<file path="src/rtl/bcd_digit_counter.sv">
`timescale 1ns/1ps
// bcd_digit_counter
//   Prescaled, cascadable up-counter for one display digit. The 4-bit value
//   counts 0..MAX_COUNT and wraps. It is controlled by start/pause/clr/load
//   and feeds a seven-segment decoder directly.
// Ports:
//   clk      - system clock, rising edge
//   reset    - asynchronous active-low reset
//   start    - pulse: STOP/PAUSE -> RUN
//   pause    - pulse: RUN -> PAUSE (wins over start)
//   clr      - synchronous clear to 0 / STOP
//   load     - synchronous load of load_val (saturated to MAX_COUNT)
//   load_val - value to load
//   cin      - cascade enable; a step needs tick && cin
//   value    - registered count
//   tc       - registered value == MAX_COUNT
//   cout     - combinational: step && value == MAX_COUNT (next digit's cin)
//   running  - registered state == RUN
module bcd_digit_counter #(
  parameter int unsigned PRESCALE   = 25_000_000,
  parameter int unsigned PRESCALE_W = 25,
  parameter int unsigned MAX_COUNT  = 9
) (
  input  logic       clk,
  input  logic       reset,
  input  logic       start,
  input  logic       pause,
  input  logic       clr,
  input  logic       load,
  input  logic [3:0] load_val,
  input  logic       cin,
  output logic [3:0] value,
  output logic       tc,
  output logic       cout,
  output logic       running
);

  localparam logic [1:0] ST_STOP  = 2'd0;
  localparam logic [1:0] ST_RUN   = 2'd1;
  localparam logic [1:0] ST_PAUSE = 2'd2;

  localparam logic [3:0]            MAX_VAL    = 4'(MAX_COUNT);
  localparam logic [PRESCALE_W-1:0] PRESC_LAST = PRESCALE_W'(PRESCALE - 1);

  logic [1:0]            state_q, state_d;
  logic [PRESCALE_W-1:0] presc_q, presc_d;
  logic [3:0]            value_q, value_d;
  logic                  tc_q, tc_d;
  logic                  running_q, running_d;

  logic       is_run_c;
  logic       tick_c;
  logic       at_max_c;
  logic       step_c;
  logic [3:0] load_sat_c;

  // Step decode; clr and load both suppress the step (and therefore cout).
  always_comb begin
    is_run_c   = (state_q == ST_RUN);
    tick_c     = is_run_c && (presc_q == PRESC_LAST);
    at_max_c   = (value_q == MAX_VAL);
    step_c     = tick_c && cin && !clr && !load;
    load_sat_c = (load_val > MAX_VAL) ? MAX_VAL : load_val;
  end

  // Next state: clr > load > pause/start > step.
  always_comb begin
    state_d = state_q;
    presc_d = presc_q;
    value_d = value_q;
    if (clr) begin
      state_d = ST_STOP;
      presc_d = '0;
      value_d = 4'd0;
    end else if (load) begin
      presc_d = '0;
      value_d = load_sat_c;
    end else begin
      if (pause) begin
        if (is_run_c) begin
          state_d = ST_PAUSE;
        end
      end else if (start && !is_run_c) begin
        state_d = ST_RUN;
        // Resuming from PAUSE keeps the held prescaler; STOP starts fresh.
        if (state_q != ST_PAUSE) begin
          presc_d = '0;
        end
      end
      // A RUN cycle always counts, even the one in which pause is accepted.
      if (is_run_c) begin
        presc_d = tick_c ? '0 : presc_q + PRESCALE_W'(1);
      end
      if (step_c) begin
        value_d = at_max_c ? 4'd0 : value_q + 4'd1;
      end
    end
    tc_d      = (value_d == MAX_VAL);
    running_d = (state_d == ST_RUN);
  end

  // State and output registers.
  always_ff @(posedge clk or negedge reset) begin
    if (!reset) begin
      state_q   <= ST_STOP;
      presc_q   <= '0;
      value_q   <= 4'd0;
      tc_q      <= 1'b0;
      running_q <= 1'b0;
    end else begin
      state_q   <= state_d;
      presc_q   <= presc_d;
      value_q   <= value_d;
      tc_q      <= tc_d;
      running_q <= running_d;
    end
  end

  assign value   = value_q;
  assign tc      = tc_q;
  assign running = running_q;
  assign cout    = step_c && at_max_c;

endmodule
</file>
<file path="config.mk">
export PLATFORM = sky130hd
export DESIGN_NAME = bcd_digit_counter
export DESIGN_NICKNAME = d
export VERILOG_FILES = /design/src/rtl/bcd_digit_counter.sv
export SDC_FILE = /design/constraint.sdc
export NUM_CORES = 1
export LEC_CHECK = 0
export CAP_MARGIN = 20
export CORE_ASPECT_RATIO = 1.25
export CORE_UTILIZATION = 55
export CTS_CLUSTER_SIZE = 12
export DETAILED_ROUTE_END_ITERATION = 7
export DONT_BUFFER_PORTS = 1
export GPL_TIMING_DRIVEN = 0
export PLACE_DENSITY = 0.78
export SLEW_MARGIN = 20
export SYNTH_ARGS = -nofsm -noshare
export SYNTH_HDL_FRONTEND = slang
export SYNTH_SLANG_ARGS = --single-unit
export TNS_END_PERCENT = 10
</file>
<file path="constraint.sdc">
create_clock -name clk -period 2.6 [get_ports clk]
set_input_delay 0.52 -clock clk [delete_from_list [all_inputs] [get_ports clk]]
set_output_delay 0.52 -clock clk [all_outputs]
set_load 0.02 [all_outputs]
</file>
Yosys cells after proc, flatten, opt, wreduce, memory -nomap -nowiden

Cells that the tools add are included.

Register bits: 33
Bits in latches: 0
Bits in writable memories: 0
ROM bits: 0
Word-level logic and storage cells: 44
Memories kept: 0

$add $sub $neg: 2
$mul: 0
Divide/modulo/power cells: 0
Magnitude comparators: 1
Equality and inequality tests: 7
Shifts and indexed selects: 0
Muxes and demuxes: 17
Bitwise gates (word level): 0
Reduce and logical (&&, ||, !) cells: 12

Operators with widths:

| kind                                                                    | number |
|---|---|
| 25-bit two-way mux                                                      | 7 |
| 25-bit by 1-bit adder with 25-bit output, second input constant         | 1 |
| 25-bit equality test, second input constant                             | 1 |
| 4-bit two-way mux                                                       | 5 |
| 2-bit two-way mux                                                       | 5 |
| 4-bit equality test, second input constant                              | 2 |
| 4-bit nonzero test                                                      | 2 |
| 1-bit logical AND                                                       | 6 |
| 4-bit by 1-bit adder with 4-bit output, second input constant           | 1 |
| 2-bit by 1-bit equality test with 1-bit output, second input constant   | 2 |
| 4-bit greater-than comparator, second input constant                    | 1 |
| 4-bit by 1-bit inequality test with 1-bit output, second input constant | 1 |
| 1-bit zero test                                                         | 3 |
| 3-bit AND reduction                                                     | 1 |
| 2-bit inequality test, second input constant                            | 1 |

Longest topological paths before layout

Gate-level depths: netlist of run 1.

Depth in word-level cells: 9
Gate-level depth with buffers: 8
Depth with buffers taken out: 8

Least setup slack after synthesis of run 1

Ideal clock, no wire load.

Path kind: flip-flop to output port
From: reg presc_q[0]
To: out cout
Data arrival time: 1605 ps
Setup slack: 475 ps
Stages on the path, launching flop included: 7
Buffers on the path: 1
Path through: dfrtp_1 > ha_1 > and4_1 > buf_2 > nand3_1 > nor3_4 > and2_1

Longest elaborated chain between the ends: 6

RTL lines:

| what                           | RTL line | text |
|---|---|---|
| start: declaration             | 46       | `logic [PRESCALE_W-1:0] presc_q, presc_d;` |
| start signal: assignment       | 112      | `presc_q <= presc_d;` |
| 25-bit equality test           | 60       | `tick_c = is_run_c && (presc_q == PRESC_LAST);` |
| 1-bit logical AND              | 60       |  |
| 1-bit logical AND (3 in a row) | 62       | `step_c = tick_c && cin && !clr && !load;` |
| 1-bit logical AND              | 122      | `assign cout = step_c && at_max_c;` |
| end: declaration               | 34       | `output logic cout,` |

Every way passes these cells.

Final worst setup path of run 1

Ends and elaborated chain as after synthesis.

==> results of run 1 <==
-- critical path, delay by kind of cell (launching register included) --
| family | cells | cell delay [ns] |
|---|---|---|
| simple gates | 4 | 0.76 |
| buf+inv | 1 | 0.20 |
| fa+ha+maj | 1 | 0.25 |
| flops | 1 | 0.43 |
-- cells in the final DEF, fill, tap and decap left out, drive strengths merged, types with 3 or more instances in the layout --
| master | count |
|---|---|
| dfrtp | 33 |
| a21oi | 10 |
| nand3 | 15 |
| o31ai | 14 |
| and4 | 5 |
| clkbuf | 12 |
| o21ai | 34 |
| nor2 | 22 |
| a31oi | 6 |
| buf | 9 |
| inv | 5 |
| nand2 | 23 |
| nor2b | 9 |
| ha | 3 |
| nor3 | 5 |
| and3 | 10 |
-- how the worst max path moves through the flow --
| stage | cells after the start | startpoint | endpoint | slack (ns) |
|---|---|---|---|---|
| finish | 6 | presc_q[0] | cout | 0.15 |
| global route | 6 | presc_q[0] | cout | 0.02 |
| CTS | 6 | presc_q[0] | cout | 0.08 |
| detailed placement | 6 | presc_q[0] | cout | 0.26 |
| global placement | 6 | presc_q[0] | cout | 0.28 |
| floorplan | 6 | presc_q[0] | cout | 0.47 |
-- stage by stage --
stage	std cells	setup slack, ns
2_1_floorplan	229	0.475
3_3_place_gp	268	0.283
3_5_place_dp	268	0.265
4_1_cts	278	0.0822
5_1_grt	278	0.0205
6_report	278	0.145
-- layer usage --
| layer | vias up | global-route usage, % | wire length, um |
|---|---|---|---|
| met5 | - | 0 | 0 |
| met4 | 0 | 8.94 | 67 |
| met3 | 8 | 4.29 | 204 |
| met2 | 52 | 42.6 | 2230 |
| met1 | 850 | 30.5 | 1920 |
| li1 | 861 | - | - |
-- synthesized netlist by cell type, types with 2 or more instances --
cell,instances
nand3_1,15
and4_1,5
mux2i_1,2
nor4b_2,2
buf_2,4
nor2_1,22
a21oi_1,9
a31oi_1,6
buf_4,3
o21ai_0,7
o21bai_1,2
nand2b_1,2
o31ai_1,13
nand2_1,23
o21ai_1,27
nor2b_1,9
clkbuf_1,5
dfrtp_1,33
o41ai_1,2
nor3_1,3
and3_1,10
ha_1,3
nor3_4,2
inv_1,4
-- area by class of cell --
class	instances	area (um2)	share of cell area (%)
tap	39	48.8	2.24
timing repair buffer	2	27.5	1.26
sequential	33	826	37.9
clock buffer	7	96.3	4.42
inverter	5	18.8	0.861
clock inverter	1	5.00	0.230
multi-input combinational	179	1100	50.3
buffer	12	61.3	2.81
-- where the power goes --
| group | internal [mW] | switching (mW) |
|---|---|---|
| clock | 0.239 | 0.186 |
| sequential | 0.519 | 0.0138 |
| combinational | 0.0246 | 0.0451 |
| total | 0.783 | 0.245 |
-- sequential cells by signal, summed over array words and instances (netlist names) --
| signal | count |
|---|---|
| running | 1 |
| presc_q | 25 |
| tc | 1 |
| value | 4 |
| state_q | 2 |
-- kinds of logic (layout without fill, tap and decap cells) --
| kind of cell | count (synthesis) | count (layout) | synth area share (%) |
|---|---|---|---|
| and+or+nand+nor | 100 | 100 | 28.1 |
| muxes | 2 | 2 | 1.00 |
| adders and majority gates | 4 | 4 | 2.38 |
| AOI/OAI and AO/OA | 73 | 73 | 23.2 |
| DFF | 33 | 33 | 41.3 |
| buffers and inverters | 17 | 27 | 4.01 |
-- timing repair --
action	in CTS	in global routing
resized for setup	0	2
setup buffers	1	0
endpoints found under the hold margin	33	0
hold buffers	1	0
pin swaps	1	0
endpoints found under the setup margin	1	1
==> flow_summary.ini, run 1 <==
[setup_path]
slowest_delay_ns = 0.43
cp_max_fo = 9
r2r_start = presc_q[0]
path_cells = ha_2 -> and4_1 -> buf_2 -> nand3_1 -> nor3_4 -> and2_2
r2r_end = tc
crit_type = reg2out
reg2reg_depth = 9
worst_ep_arrival_time_ns = 1.93
end_kind = primary output
critPathLaunchType = register
slowest_stage = dfrtp_1
r2r_setup_slack_ns = 0.30
critPathRequiredTime_ns = 2.08

[route]
drcViolationCount = 0
vias_per_cell = 6.37
dr.pass1.iters = 4
avgRoutedWirePerCell_um = 15.9
vias = 1771
wl_um = 4420
postRouteAntennaNets = 0
drt_iter0_drc = 136

[sta]
rsz0062_at_grt = false
tns_ns = 0
maxSlewViolCount = 0
worstMarginPinSlew_ns = 0.481
hold_slack_ns = 0.0566
fin_crit_ns = 2.45
fmax_mhz = 407
finalCritPeriodShare_pct = 94.4
setup_viol = 0
maxSlewHeadroom_pct = 67.9
fin_skew_ns = 0.00624
finalHoldViolCount = 0

[cells_and_area]
fin_area_mm2 = 0.00218
drive_above_1_share_pct = 12.6
layout.nets = 252
fin_util_pct = 62.6
nFillCells = 317
diodes = 0
syn_to_final_growth_pct = 9.08

[synthesis]
yosysWarnings = 0
yosysTopAreaCellShare_pct = 41.3
yosysSeqAreaShare_pct = 41.3
synth_edf_count = 0
ys_ff_latch = 33
yosysTopAreaCell = dfrtp_1
synth.area.top_cells = dfrtp_1, o21ai_1, o31ai_1
netlist_area_mm2 = 0.00200
synth_cell_types = 40
synth.avg_cell_area_um2 = 8.73
synth_nets = 243
yosys_most_used_dff = dfrtp_1
syn_inst = 229
synthArstFlopShare_pct = 100

[job]
maxCapViolCount = 0

[power]
p_per_area_mw_per_mm2 = 472
power.leakage_nw = 0.948
total_power_mw = 1.03
ir_drop_uv = 436

[cts]
numClockSinks = 33
cts_tree = built
numCtsBuffers = 5
clk_pin_slew_worst_paths_ns = 0.07
cts_root_buf = clkbuf_8
cts_buffer_depth = 2
clock_latency_ns = 0.29
htree_levels = 2

[floorplan]
die_h_um = 69.4
core_area_mm2 = 0.00348
rows = 24
io-pin-count = 18
die_width_um = 55.9
initial_core_util_pct = 57.4
die_area_mm2 = 0.00388

[global_routing]
grtUsageTotal_pct = 24.5
grt_pass1_wl_um = 7570
overflow = 0
grt_max_degree = 34
antenna_found_initial = 0
first_global_vias = 1693

[place]
gp_congestion = 0.833
place_area_mm2 = 0.00205
portBuffers = 0
hpwl_um = 3090

[outcome]
status = finished, final reports clean

[hold_path]
min_path_type = in2async
Power figures use the tool's default switching activity.
==> run 2, diff against run 1 <==
--- a/config.mk
+++ b/config.mk
@@ -8,7 +8,6 @@
 export CAP_MARGIN = 20
 export CORE_ASPECT_RATIO = 1.25
 export CORE_UTILIZATION = 55
-export CTS_CLUSTER_SIZE = 12
 export DETAILED_ROUTE_END_ITERATION = 7
 export DONT_BUFFER_PORTS = 1
 export GPL_TIMING_DRIVEN = 0
==> results of run 2 <==
Same layout as run 1: the final DEF is identical, and so are final timing and power.
==> run 3, diff against run 2 <==
--- a/config.mk
+++ b/config.mk
@@ -9,9 +9,8 @@
 export CORE_ASPECT_RATIO = 1.25
 export CORE_UTILIZATION = 55
 export DETAILED_ROUTE_END_ITERATION = 7
-export DONT_BUFFER_PORTS = 1
 export GPL_TIMING_DRIVEN = 0
-export PLACE_DENSITY = 0.78
+export PLACE_DENSITY = 0.85
 export SLEW_MARGIN = 20
 export SYNTH_ARGS = -nofsm -noshare
 export SYNTH_HDL_FRONTEND = slang
==> run 3 against run 2 <==
Compared with the run above: wire length up 1.9%; clock power is 13% lower; clock-buffer cell count shrank 1; via count up 2.4%; cell count is 6.5% higher; register-to-register slack improved by 0.17 ns; critical path type unchanged; critical endpoint unchanged; highest routed layer unchanged.
==> flow_summary.ini, run 3 (synthesis results as in run 1) <==
[outcome]
status = finished, final reports clean

[cts]
htree_levels = 2
numClockSinks = 33
cts_buffer_depth = 2
cts_hold_buf = 0
clk_pin_slew_worst_paths_ns = 0.07
cts_root_buf = clkbuf_8
clock_latency_ns = 0.29
cts_tree = built
numCtsBuffers = 5

[sta]
fin_crit_ns = 2.50
maxSlewHeadroom_pct = 68.6
setup_viol = 0
worstMarginPinSlew_ns = 0.471
rsz0062_at_grt = false
finalCritPeriodShare_pct = 96.1
maxSlewViolCount = 0
tns_ns = 0
finalHoldViolCount = 0
fin_skew_ns = 0.00240
fmax_mhz = 400

[floorplan]
core_area_mm2 = 0.00348
die_h_um = 69.4
die_area_mm2 = 0.00388
die_width_um = 55.9
rows = 24
initial_core_util_pct = 57.4
io-pin-count = 18

[route]
postRouteAntennaNets = 0
dr.pass1.iters = 4
vias = 1814
wl_um = 4510
vias_per_cell = 6.13
avgRoutedWirePerCell_um = 15.2
drcViolationCount = 0
drt_iter0_drc = 136

[power]
swShare_pct = 25.1
clkPwrFrac_pct = 37.1
power.leakage_nw = 1.01
p_int_mw = 0.748
switchingPower_mw = 0.251
p_per_area_mw_per_mm2 = 426
comb_power_share_pct = 10.2
ir_drop_uv = 408
p_seq_share_pct = 52.7

[global_routing]
antenna_found_initial = 0
overflow = 0
grt_pass1_wl_um = 7560
grtUsageTotal_pct = 24.5
first_global_vias = 1653
grt_max_degree = 34

[cells_and_area]
layout_commonest_cell = dfrtp_1
diodes = 0
largest-register = presc_q
syn_to_final_growth_pct = 17.3
mostFrequentLayoutCells = dfrtp_1, o21ai_1, nand2_1, nor2_1, nand3_1
drive_above_1_share_pct = 12.5
layout.nets = 270
largest_register_ffs = 25
nFillCells = 297
final_cells = 296
multi_input_area_mm2 = 0.00110
register_area_um2 = 826

[place]
dp_cells = 285
portBuffers = 16
hpwl_um = 3130
gp_congestion = 0.854

[setup_path]
crit_family = simple AND/OR/NAND/NOR gates
critPathLaunchType = register
r2r_start = presc_q[1]
r2r_end = tc
reg2reg_depth = 9
critPathRequiredTime_ns = 2.08
slowest_stage = dfrtp_1
crit_type = reg2out
r2r_setup_slack_ns = 0.47
path_buf_inv = 2
path_cells = ha_4 -> and4_1 -> buf_4 -> nand3_1 -> nor3_4 -> and2_1 -> clkdlybuf4s15_2
cp_max_fo = 9
worst_ep_arrival_time_ns = 1.98
end_kind = primary output
slowest_delay_ns = 0.43

[job]
maxCapViolCount = 0

[hold_path]
min_path_type = in2async
## run 3: changes by cell type in the layout (fill, tap and decap cells not counted), sizes merged
cell | before | now
clkdlybuf4s15 | 0 | 1
clkbuf | 12 | 11
clkinv | 1 | 2
buf | 9 | 12
clkdlybuf4s50 | 0 | 14
## run 3: what timing repair did
item                                    in CTS  in global routing
resized for setup                            4                  3
pin swaps                                    1                  0
endpoints found under the setup margin       1                  1
setup buffers                                2                  1
## run 3: power groups by stage
stage	logic (mW)	clock network (mW)	registers [mW]
after floorplan	0.0451	0	0.541
after global placement	0.0963	0	0.536
after detailed placement	0.101	0	0.537
after CTS	0.102	0.382	0.527
after global routing	0.112	0.401	0.528
final	0.102	0.370	0.527
## run 3: worst max-delay path by stage
stage,from,to,slack (ns),cells after the start
global placement,load,cout,-0.34,6
global route,presc_q[1],cout,0.002,7
finish,presc_q[1],cout,0.10,7
detailed placement,load,cout,-0.35,6
CTS,presc_q[1],cout,0.02,7
floorplan,presc_q[0],cout,0.47,6
## run 3: worst reg2reg max path, delay by kind of cell, from the launching register on
| family | cells | cell delay (ns) |
|---|---|---|
| adder cells (fa/ha/maj) | 1 | 0.18 |
| flip-flops | 1 | 0.43 |
| AND/OR/NAND/NOR | 5 | 0.88 |
| buffers and inverters | 2 | 0.35 |
| multiplexers | 1 | 0.20 |
## run 3: cell type report
class | count | share of cell area (%)
plain buffers | 12 | 2.72
clock buffers | 6 | 3.10
clock inverters | 2 | 0.427
inverters | 5 | 0.801
multi-input cells | 179 | 47.1
flip-flops and latches | 33 | 35.2
well taps | 39 | 2.08
repair buffers | 20 | 8.49
## run 3: metrics by stage
stage | hold slack, ns | setup slack, ns | utilization, % | power, mW | cell area (um2)
floorplan | 0.224 | 0.475 | - | 0.586 | 2000
global placement | 0.467 | -0.344 | 63.4 | 0.632 | 2210
detailed placement | 0.470 | -0.346 | 63.8 | 0.638 | 2220
CTS | 0.177 | 0.0192 | 66.7 | 1.01 | 2320
global route | 0.183 | 0.00175 | 67.3 | 1.04 | 2340
finish | 0.175 | 0.102 | 67.3 | 0.999 | 2340
## run 3: metal layers
metal	up-vias	global-route usage [%]	part of all wire [%]
met2	49	39.6	50
li1	894	-	-
met5	-	0	0
met1	865	32.6	43
met3	6	5.60	5.2
met4	0	8.40	1.4
